`src/rtl/img_pkg.sv`:
```
// Shared definitions for the image frame sequencer: operation codes,
// pixel width and the frame-level state encoding.
package img_pkg;

   // RGB888 pixel width
   localparam int PIX_W = 24;

   // Pixel processor operation codes
   localparam logic [1:0] OP_INVERT = 2'b00;
   localparam logic [1:0] OP_THRESH = 2'b01;
   localparam logic [1:0] OP_BRIGHT = 2'b10;
   localparam logic [1:0] OP_GRAY   = 2'b11;

   // Frame sequencer states
   typedef enum logic [1:0] {
      ST_IDLE  = 2'b00,
      ST_RUN   = 2'b01,
      ST_DRAIN = 2'b10,
      ST_DONE  = 2'b11
   } seq_state_t;

endpackage

```
`src/rtl/image_raster_counter.sv`:
```
// Raster-scan counter: walks x across a line, then y down the frame, and
// keeps the linear index y*width+x as a running count (no multiplier).
module image_raster_counter
   import img_pkg::*;
#(
   parameter int DIM_W  = 10,
   parameter int ADDR_W = 20
) (
   input  logic              clk,
   input  logic              rst,
   input  logic              clr,
   input  logic              en,
   input  logic [DIM_W-1:0]  width,
   input  logic [DIM_W-1:0]  height,
   output logic [ADDR_W-1:0] idx,
   output logic              line_end,
   output logic              last
);

   logic [DIM_W-1:0]  x_q, x_d;
   logic [DIM_W-1:0]  y_q, y_d;
   logic [ADDR_W-1:0] idx_q, idx_d;

   // End-of-line and end-of-frame flags for the current position
   always_comb begin
      line_end = (x_q == width - DIM_W'(1));
      last     = line_end && (y_q == height - DIM_W'(1));
   end

   // Advance position on enable; the whole counter wraps to 0 after the last pixel
   always_comb begin
      x_d   = x_q;
      y_d   = y_q;
      idx_d = idx_q;
      if (clr) begin
         x_d   = '0;
         y_d   = '0;
         idx_d = '0;
      end else if (en) begin
         if (last) begin
            x_d   = '0;
            y_d   = '0;
            idx_d = '0;
         end else if (line_end) begin
            x_d   = '0;
            y_d   = y_q + DIM_W'(1);
            idx_d = idx_q + ADDR_W'(1);
         end else begin
            x_d   = x_q + DIM_W'(1);
            idx_d = idx_q + ADDR_W'(1);
         end
      end
   end

   // Position registers
   always_ff @(posedge clk) begin
      if (rst) begin
         x_q   <= '0;
         y_q   <= '0;
         idx_q <= '0;
      end else begin
         x_q   <= x_d;
         y_q   <= y_d;
         idx_q <= idx_d;
      end
   end

   assign idx = idx_q;

endmodule

```
`src/rtl/image_frame_sequencer.sv`:
```
// Frame controller: latches a frame configuration on start, raster-reads the
// source memory, streams pixels through the external processor and writes the
// results linearly into the destination memory. ADDR_W must be >= 2*DIM_W so
// the width*height product and the linear index fit.
module image_frame_sequencer
   import img_pkg::*;
#(
   parameter int DIM_W  = 10,
   parameter int ADDR_W = 20
) (
   input  logic              clk,
   input  logic              rst,
   input  logic              start,
   input  logic [DIM_W-1:0]  img_width,
   input  logic [DIM_W-1:0]  img_height,
   input  logic [1:0]        op_sel,
   input  logic [7:0]        thresh_cfg,
   input  logic [7:0]        bright_cfg,
   input  logic              pause,
   output logic              busy,
   output logic              done,
   output logic              rd_en,
   output logic [ADDR_W-1:0] rd_addr,
   input  logic [PIX_W-1:0]  rd_data,
   output logic [PIX_W-1:0]  proc_pixel_in,
   output logic              proc_valid_in,
   output logic [1:0]        proc_op,
   output logic [7:0]        proc_thresh,
   output logic [7:0]        proc_bright,
   input  logic [PIX_W-1:0]  proc_pixel_out,
   input  logic              proc_valid_out,
   output logic              wr_en,
   output logic [ADDR_W-1:0] wr_addr,
   output logic [PIX_W-1:0]  wr_data,
   output logic              line_done
);

   seq_state_t        state_q, state_d;
   logic [DIM_W-1:0]  width_q, width_d;
   logic [DIM_W-1:0]  height_q, height_d;
   logic [ADDR_W-1:0] total_q, total_d;
   logic [1:0]        op_q, op_d;
   logic [7:0]        thresh_q, thresh_d;
   logic [7:0]        bright_q, bright_d;
   logic              pvalid_q, pvalid_d;
   logic [ADDR_W-1:0] wr_addr_q, wr_addr_d;

   logic              start_ok;
   logic              dim_zero;
   logic              raster_line_end;
   logic              raster_last;
   logic              writes_complete;

   assign start_ok = (state_q == ST_IDLE) && start;
   assign dim_zero = (img_width == '0) || (img_height == '0);

   // Counting the write happening this cycle lets done follow the last write directly
   assign writes_complete = ((wr_addr_q + ADDR_W'(wr_en)) == total_q);

   image_raster_counter #(
      .DIM_W  (DIM_W),
      .ADDR_W (ADDR_W)
   ) u_raster (
      .clk      (clk),
      .rst      (rst),
      .clr      (start_ok),
      .en       (rd_en),
      .width    (width_q),
      .height   (height_q),
      .idx      (rd_addr),
      .line_end (raster_line_end),
      .last     (raster_last)
   );

   // State register
   always_ff @(posedge clk) begin
      if (rst) begin
         state_q <= ST_IDLE;
      end else begin
         state_q <= state_d;
      end
   end

   // Next-state logic
   always_comb begin
      state_d = state_q;
      case (state_q)
         ST_IDLE: begin
            if (start) begin
               state_d = dim_zero ? ST_DONE : ST_RUN;
            end
         end
         ST_RUN: begin
            if (!pause && raster_last) begin
               state_d = ST_DRAIN;
            end
         end
         ST_DRAIN: begin
            if (writes_complete) begin
               state_d = ST_DONE;
            end
         end
         ST_DONE: begin
            state_d = ST_IDLE;
         end
         default: begin
            state_d = ST_IDLE;
         end
      endcase
   end

   // State-decoded outputs; processor results are only accepted while busy
   always_comb begin
      busy      = (state_q == ST_RUN) || (state_q == ST_DRAIN);
      done      = (state_q == ST_DONE);
      rd_en     = (state_q == ST_RUN) && !pause;
      line_done = rd_en && raster_line_end;
      wr_en     = proc_valid_out && busy;
   end

   // Config capture on an accepted start, read-valid pipeline and write address
   always_comb begin
      width_d   = width_q;
      height_d  = height_q;
      total_d   = total_q;
      op_d      = op_q;
      thresh_d  = thresh_q;
      bright_d  = bright_q;
      pvalid_d  = rd_en;
      wr_addr_d = wr_addr_q;
      if (start_ok) begin
         width_d   = img_width;
         height_d  = img_height;
         total_d   = ADDR_W'(img_width) * ADDR_W'(img_height);
         op_d      = op_sel;
         thresh_d  = thresh_cfg;
         bright_d  = bright_cfg;
         wr_addr_d = '0;
      end else if (wr_en) begin
         wr_addr_d = wr_addr_q + ADDR_W'(1);
      end
   end

   // Datapath registers
   always_ff @(posedge clk) begin
      if (rst) begin
         width_q   <= '0;
         height_q  <= '0;
         total_q   <= '0;
         op_q      <= '0;
         thresh_q  <= '0;
         bright_q  <= '0;
         pvalid_q  <= 1'b0;
         wr_addr_q <= '0;
      end else begin
         width_q   <= width_d;
         height_q  <= height_d;
         total_q   <= total_d;
         op_q      <= op_d;
         thresh_q  <= thresh_d;
         bright_q  <= bright_d;
         pvalid_q  <= pvalid_d;
         wr_addr_q <= wr_addr_d;
      end
   end

   assign proc_pixel_in = rd_data;
   assign proc_valid_in = pvalid_q;
   assign proc_op       = op_q;
   assign proc_thresh   = thresh_q;
   assign proc_bright   = bright_q;
   assign wr_addr       = wr_addr_q;
   assign wr_data       = proc_pixel_out;

endmodule

```
`config.mk`:
```
export PLATFORM = sky130hd
export DESIGN_NAME = image_frame_sequencer
export DESIGN_NICKNAME = d
export VERILOG_FILES = /design/src/rtl/img_pkg.sv /design/src/rtl/image_raster_counter.sv /design/src/rtl/image_frame_sequencer.sv
export SDC_FILE = /design/constraint.sdc
export NUM_CORES = 1
export LEC_CHECK = 0
export ABC_AREA = 0
export CAP_MARGIN = 30
export CORE_ASPECT_RATIO = 0.8
export CORE_UTILIZATION = 35
export CTS_CLUSTER_DIAMETER = 200
export DETAILED_ROUTE_END_ITERATION = 6
export RECOVER_POWER = 25
export SETUP_SLACK_MARGIN = 0.05
export SYNTH_ARGS = -nofsm -noshare
export SYNTH_HDL_FRONTEND = slang
export SYNTH_HIERARCHICAL = 1
export SYNTH_SLANG_ARGS = --single-unit
```
`constraint.sdc`:
```
create_clock -name clk -period 6.4 [get_ports clk]
set_input_delay 0.64 -clock clk [delete_from_list [all_inputs] [get_ports clk]]
set_output_delay 0.64 -clock clk [all_outputs]
set_load 0.01 [all_outputs]
```
---- Word level (Yosys, flattened, before mapping) ----
Index checks and enable logic that the tools add are counted.
storage, ports and cells
  register bits ........................... 121
  input port bits ......................... 91
  word-level logic and storage cells ...... 55
  output and inout bits ................... 112
cells by class
  eq/ne operators ......................... 9
  muxes and demuxes ....................... 10
  $mul .................................... 1
  reductions and logical operators ........ 16
  add/subtract/negate cells ............... 7
operator list
  cell                                                                   number
  20-bit by 1-bit adder with 20-bit output (second input constant)       2
  10-bit 2-to-1 mux                                                      4
  10-bit by 1-bit adder with 10-bit output (second input constant)       2
  20-bit by 1-bit adder with 20-bit output                               1
  10-bit == test                                                         2
  20-bit == test                                                         1
  10-bit logical NOT                                                     2
  10-bit by 10-bit multiplier with 20-bit output                         1
  20-bit 2-to-1 mux                                                      1
  10-bit by 1-bit subtractor with 10-bit output (second input constant)  2
  2-bit 2-to-1 mux                                                       4
  2-bit one-hot mux with 4 select lines                                  1
  1-bit logical AND                                                      6
  2-bit inequality test (second input constant)                          3
  2-bit == test (second input constant)                                  2
  3-bit AND reduction                                                    1
  2-bit by 1-bit == test with 1-bit output (second input constant)       1
  2-bit logical NOT                                                      1
  1-bit logical OR                                                       2
  2-bit AND reduction                                                    1
  2-bit nonzero test                                                     1
  2-bit OR reduction                                                     1
  1-bit logical NOT                                                      1

---- Depth between registers and ports, before layout ----
  word-level depth ........................ 7
  gate-level depth with buffers ........... 21
  gate-level depth less buffers ........... 20

---- Hierarchy ----
Netlist, hierarchy kept.
by module, submodules not included
  module                 sequential area each (um^2)  area an instance (um^2)  times used  cells each
  image_frame_sequencer  1621.6                       7375.8                   1           900
  image_raster_counter   800.8                        2464.9                   1           305

---- Worst setup path before layout ----
Ideal clock, no wire load.
  kind .................................... input to register
  start point ............................. input img_height[3]
  end point ............................... register total_q[18]
  buffers on the path ..................... 1
  library setup time ...................... 0.117 ns
  arrival ................................. 5.468 ns
  data required time ...................... 6.283 ns
  stages .................................. 20
  path slack .............................. 0.815 ns
  path through ............................ clkbuf_1 nand2_1 fa_1 inv_1 fa_1 inv_1 fa_1 inv_1 fa_1 inv_1 fa_1 inv_1 ha_1 or3_1 o211ai_1 nand3_1 o41ai_1 o21ai_0 xnor2_1 a22o_1
on the way
  word-level cells in the longest chain between the ends .. 1
ends and longest elaborated chain
  element                                         line                          text
  from (decl)                                     image_frame_sequencer.sv:15   input logic [DIM_W-1:0] img_height,
  10-bit by 10-bit multiplier with 20-bit output  image_frame_sequencer.sv:134  total_d = ADDR_W'(img_width) * ADDR_W'(img_height);
  to (signal assigned)                            image_frame_sequencer.sv:158  total_q <= total_d;
  to (decl)                                       image_frame_sequencer.sv:41   logic [ADDR_W-1:0] total_q, total_d;
Every way passes these cells.
A chain may end at the register's enable or synchronous reset.

---- Worst setup path after layout ----
  start point ............................. input img_width[4]
  end point ............................... register total_q[17]
on the way
  word-level cells in the longest chain between the ends .. 1
ends and longest elaborated chain
  element                                         line                          text
  from (decl)                                     image_frame_sequencer.sv:14   input logic [DIM_W-1:0] img_width,
  10-bit by 10-bit multiplier with 20-bit output  image_frame_sequencer.sv:134
Every way passes these cells.

==> results.json <==
{
  "status": "complete, no violations",
  "worstPathCellList": "clkdlybuf4s50_1, nand2_1, fa_1, inv_1, fa_1, ha_1, fa_1, inv_1, fa_1, inv_1, ha_1, nor3_1, o21ai_0, a31oi_1, o21ai_0, a211oi_1, a21oi_1, xor2_1, a22o_1",
  "cts_num_sinks": 121,
  "grt_busiest_layer": "met2",
  "antenna_found_initial": 0,
  "yosysWarnings": 6,
  "pin_count": 203,
  "r2r_slack_ns": 2.40,
  "start_kind": "primary input",
  "fmax_ghz": 0.171,
  "fin_nets": 1463,
  "first_pass_iters": 5,
  "leakage_nw": 4.79,
  "reg2reg_from": "width_q[0]$_SDFFE_PP0P_",
  "post-route-util": 0.418,
  "switching_share": 0.412,
  "period_share": 0.916,
  "synth_cell_types": 63,
  "met1_usage": 0.239,
  "period_needed_ns": 5.86,
  "grt-ovfl-total": 0,
  "p_comb_frac": 0.500,
  "seqPwrFrac": 0.243,
  "gp_congestion": 0.852,
  "hold_start": "proc_thresh[5]$_SDFFE_PP0P_",
  "grt_util_met2": 0.249,
  "syn_to_final_growth_pct": 16.6,
  "grt_usage": 0.166,
  "diodes": 0,
  "crit_required_ns": 6.71,
  "avgSynthCellArea_um2": 8.17,
  "cts_resized": 0,
  "die-area_um2": 28800,
  "p_per_area_nw_per_um2": 333,
  "die_h_um": 152,
  "grt_max_degree": 63,
  "met3_usage": 0.0319,
  "initialDrtViolationCount": 427,
  "drv_slew": 0,
  "drc_errors": 0,
  "root_buffer": "clkbuf_16",
  "hold_class": "reg2reg",
  "grt_first_pass_wirelength_mm": 38.7,
  "setup_violations": 0,
  "fin_skew_ns": 0.0144,
  "ys.flop_type": "dfxtp_1",
  "power.switching_mw": 1.57,
  "worst_setup_path_end_kind": "flip-flop",
  "timing.rr.end": "state_q[1]$_SDFFE_PP0P_",
  "slowest_stage": "clkdlybuf4s50_1",
  "syn-num-nets": 1426,
  "viasPerCell": 4.98,
  "clock_latency_ns": 0.43,
  "cap_violations": 0,
  "num_rows": 54,
  "yosysSeqAreaShare": 0.246,
  "async_flop_share": 0,
  "ys_seq_elements": 121,
  "die_w_um": 189,
  "crit_top_cell": "fa_1",
  "cts.clk_slew.worst_paths_ns": 0.06,
  "cts_buffers": 17,
  "synth_cells": 1205,
  "clockBufferDepth": 2,
  "core_um2": 27400,
  "dr_total_vias": 8060,
  "crit_arrival_ns": 6.17,
  "cts_setup_buffers": 0,
  "rsz0062_at_grt": "no",
  "hpwl_mm": 17.6,
  "min_path_cells": 2,
  "whs_endpoint": "proc_thresh[5]$_SDFFE_PP0P_",
  "ctsHoldBuffers": 0,
  "timing.max_slew.rel_slack": 0.367,
  "tightest_slew_ns": 0.949,
  "total_power_mw": 3.82,
  "port_buffers": 106,
  "hold_violations": 0,
  "p_int_mw": 2.24,
  "wl_per_cell_um": 14.5,
  "rr_worst_depth": 14,
  "cts_tree": "done",
  "drive_gt1_frac": 0.0598,
  "critPathMaxFanout": 12,
  "slowest_delay_ns": 0.76,
  "totalWireLength_mm": 23.5,
  "p_clk_frac": 0.257,
  "ir_drop_mv": 0.187,
  "initial_utilization": 0.359,
  "htree_levels": 4,
  "grt_pass1_vias": 7606,
  "synth_edf_count": 0,
  "tns_ns": 0,
  "synthesis.area_um2": 9840,
  "path_class": "in2reg",
  "ant_nets": 0
}
[cell type report]
class / count / area (µm²)
repair buffers: 127 / 1210
fillers: 2797 / 16000
well taps: 364 / 455
clock buffers: 18 / 439
clock inverters: 14 / 151
inverters: 86 / 323
multi-input cells: 889 / 6470
flip-flops and latches: 121 / 2420
[worst max path at each step]
stage                        startpoint                        to  slack, ns  cells past startpoint
final                      img_width[4]  total_q[17]$_SDFFE_PP0P_       0.54                     19
after global routing       img_width[4]  total_q[17]$_SDFFE_PP0P_       0.20                     19
after CTS                  img_width[4]  total_q[17]$_SDFFE_PP0P_       0.58                     19
after detailed placement   img_width[4]  total_q[17]$_SDFFE_PP0P_       0.18                     19
after global placement     img_width[4]  total_q[17]$_SDFFE_PP0P_       0.35                     19
after floorplan           img_height[3]  total_q[18]$_SDFFE_PP0P_       0.82                     20
[stage by stage]
stage | setup WS [ns] | hold WS, ns | instance area, µm² | std cells
2_1_floorplan | 0.815 | 0.444 | 9840 | 1205
3_3_place_gp | 0.345 | 0.441 | 10900 | 1586
3_5_place_dp | 0.180 | 0.448 | 10900 | 1587
4_1_cts | 0.584 | 0.456 | 11500 | 1619
5_1_grt | 0.198 | 0.466 | 11500 | 1619
6_report | 0.539 | 0.450 | 11500 | 1619
[synthesized netlist by cell type (all sizes together) (5+ instances only)]
cell / instances / area (µm²)
o21ai: 22 / 110
xor2: 54 / 473
fa: 62 / 1240
a211oi: 7 / 52.6
nor2: 88 / 330
a21oi: 74 / 370
a31oi: 5 / 31.3
nor4: 14 / 145
nand4: 21 / 146
ha: 68 / 851
and3: 13 / 81.3
or2: 6 / 37.5
xnor2: 55 / 482
a22o: 5 / 43.8
and2: 61 / 383
nor3: 23 / 115
buf: 63 / 454
a21o: 9 / 67.6
nand2: 186 / 701
dfxtp: 121 / 2420
nand2b: 6 / 37.5
or3: 17 / 106
inv: 86 / 323
nand3: 36 / 180
clkbuf: 46 / 173
[sequential cells by signal, indices dropped and copies added (netlist names), 2 cells and up]
| signal | count |
|---|---|
| height_q | 10 |
| total_q | 20 |
| u_raster/x_q | 10 |
| proc_bright | 8 |
| u_raster/idx | 20 |
| state_q | 2 |
| u_raster/y_q | 10 |
| proc_thresh | 8 |
| wr_addr | 20 |
| proc_op | 2 |
| width_q | 10 |
[critical path: cells and delay by family]
family                   cells  cell delay [ns]
XOR/XNOR                     1             0.15
AND/OR/NAND/NOR              2             0.32
buffers and inverters        4             0.90
AO/OA/AOI/OAI                6             1.50
adder cells (fa/ha/maj)      6             2.64
[power by group through the flow]
stage	logic [mW]	registers, mW	clock network [mW]
floorplan	1.48	0.934	0
global placement	1.89	0.944	0
detailed placement	1.91	0.946	0
CTS	1.93	0.929	1.02
global route	2.15	0.941	1.04
finish	1.91	0.927	0.982
[per-layer routing]
| layer | part of all wire | wire, µm |
|---|---|---|
| met2 | 0.43 | 10100 |
| met3 | 0.059 | 1400 |
| met5 | 0 | 0 |
| met1 | 0.49 | 11600 |
| met4 | 0.014 | 322 |
[cell usage in the layout, fill, tap and decap left out, types with 5 or more instances in the layout]
| cell | synthesis | layout |
|---|---|---|
| a211oi_1 | 7 | 7 |
| a21o_1 | 9 | 9 |
| a21oi_1 | 74 | 74 |
| a22o_1 | 5 | 5 |
| a31oi_1 | 5 | 5 |
| and2_1 | 60 | 60 |
| and3_1 | 13 | 13 |
| buf_4 | 48 | 20 |
| clkbuf_16 | 0 | 17 |
| clkdlybuf4s50_1 | 0 | 96 |
| dfxtp_1 | 121 | 121 |
| dlygate4sd3_1 | 0 | 9 |
| fa_1 | 62 | 62 |
| ha_1 | 68 | 68 |
| inv_1 | 85 | 85 |
| inv_6 | 0 | 6 |
| nand2_1 | 185 | 184 |
| nand2b_1 | 6 | 6 |
| nand3_1 | 36 | 36 |
| nand4_1 | 20 | 20 |
| nor2_1 | 88 | 88 |
| nor3_1 | 23 | 23 |
| nor4_1 | 9 | 9 |
| o21ai_0 | 22 | 22 |
| or2_2 | 6 | 6 |
| or3_1 | 17 | 17 |
| xnor2_1 | 55 | 55 |
| xor2_1 | 54 | 54 |
[cells by family after synthesis]
kind of cell               share of synthesized area
AOI/OAI and AO/OA                             0.0959
xor gates and xnor gates                      0.0970
adders and majority gates                      0.213
buffers and inverters                         0.0965
DFF                                            0.246
muxes                                        0.00572
and+or+nand+nor                                0.246
(Power assumes the default switching activity.)
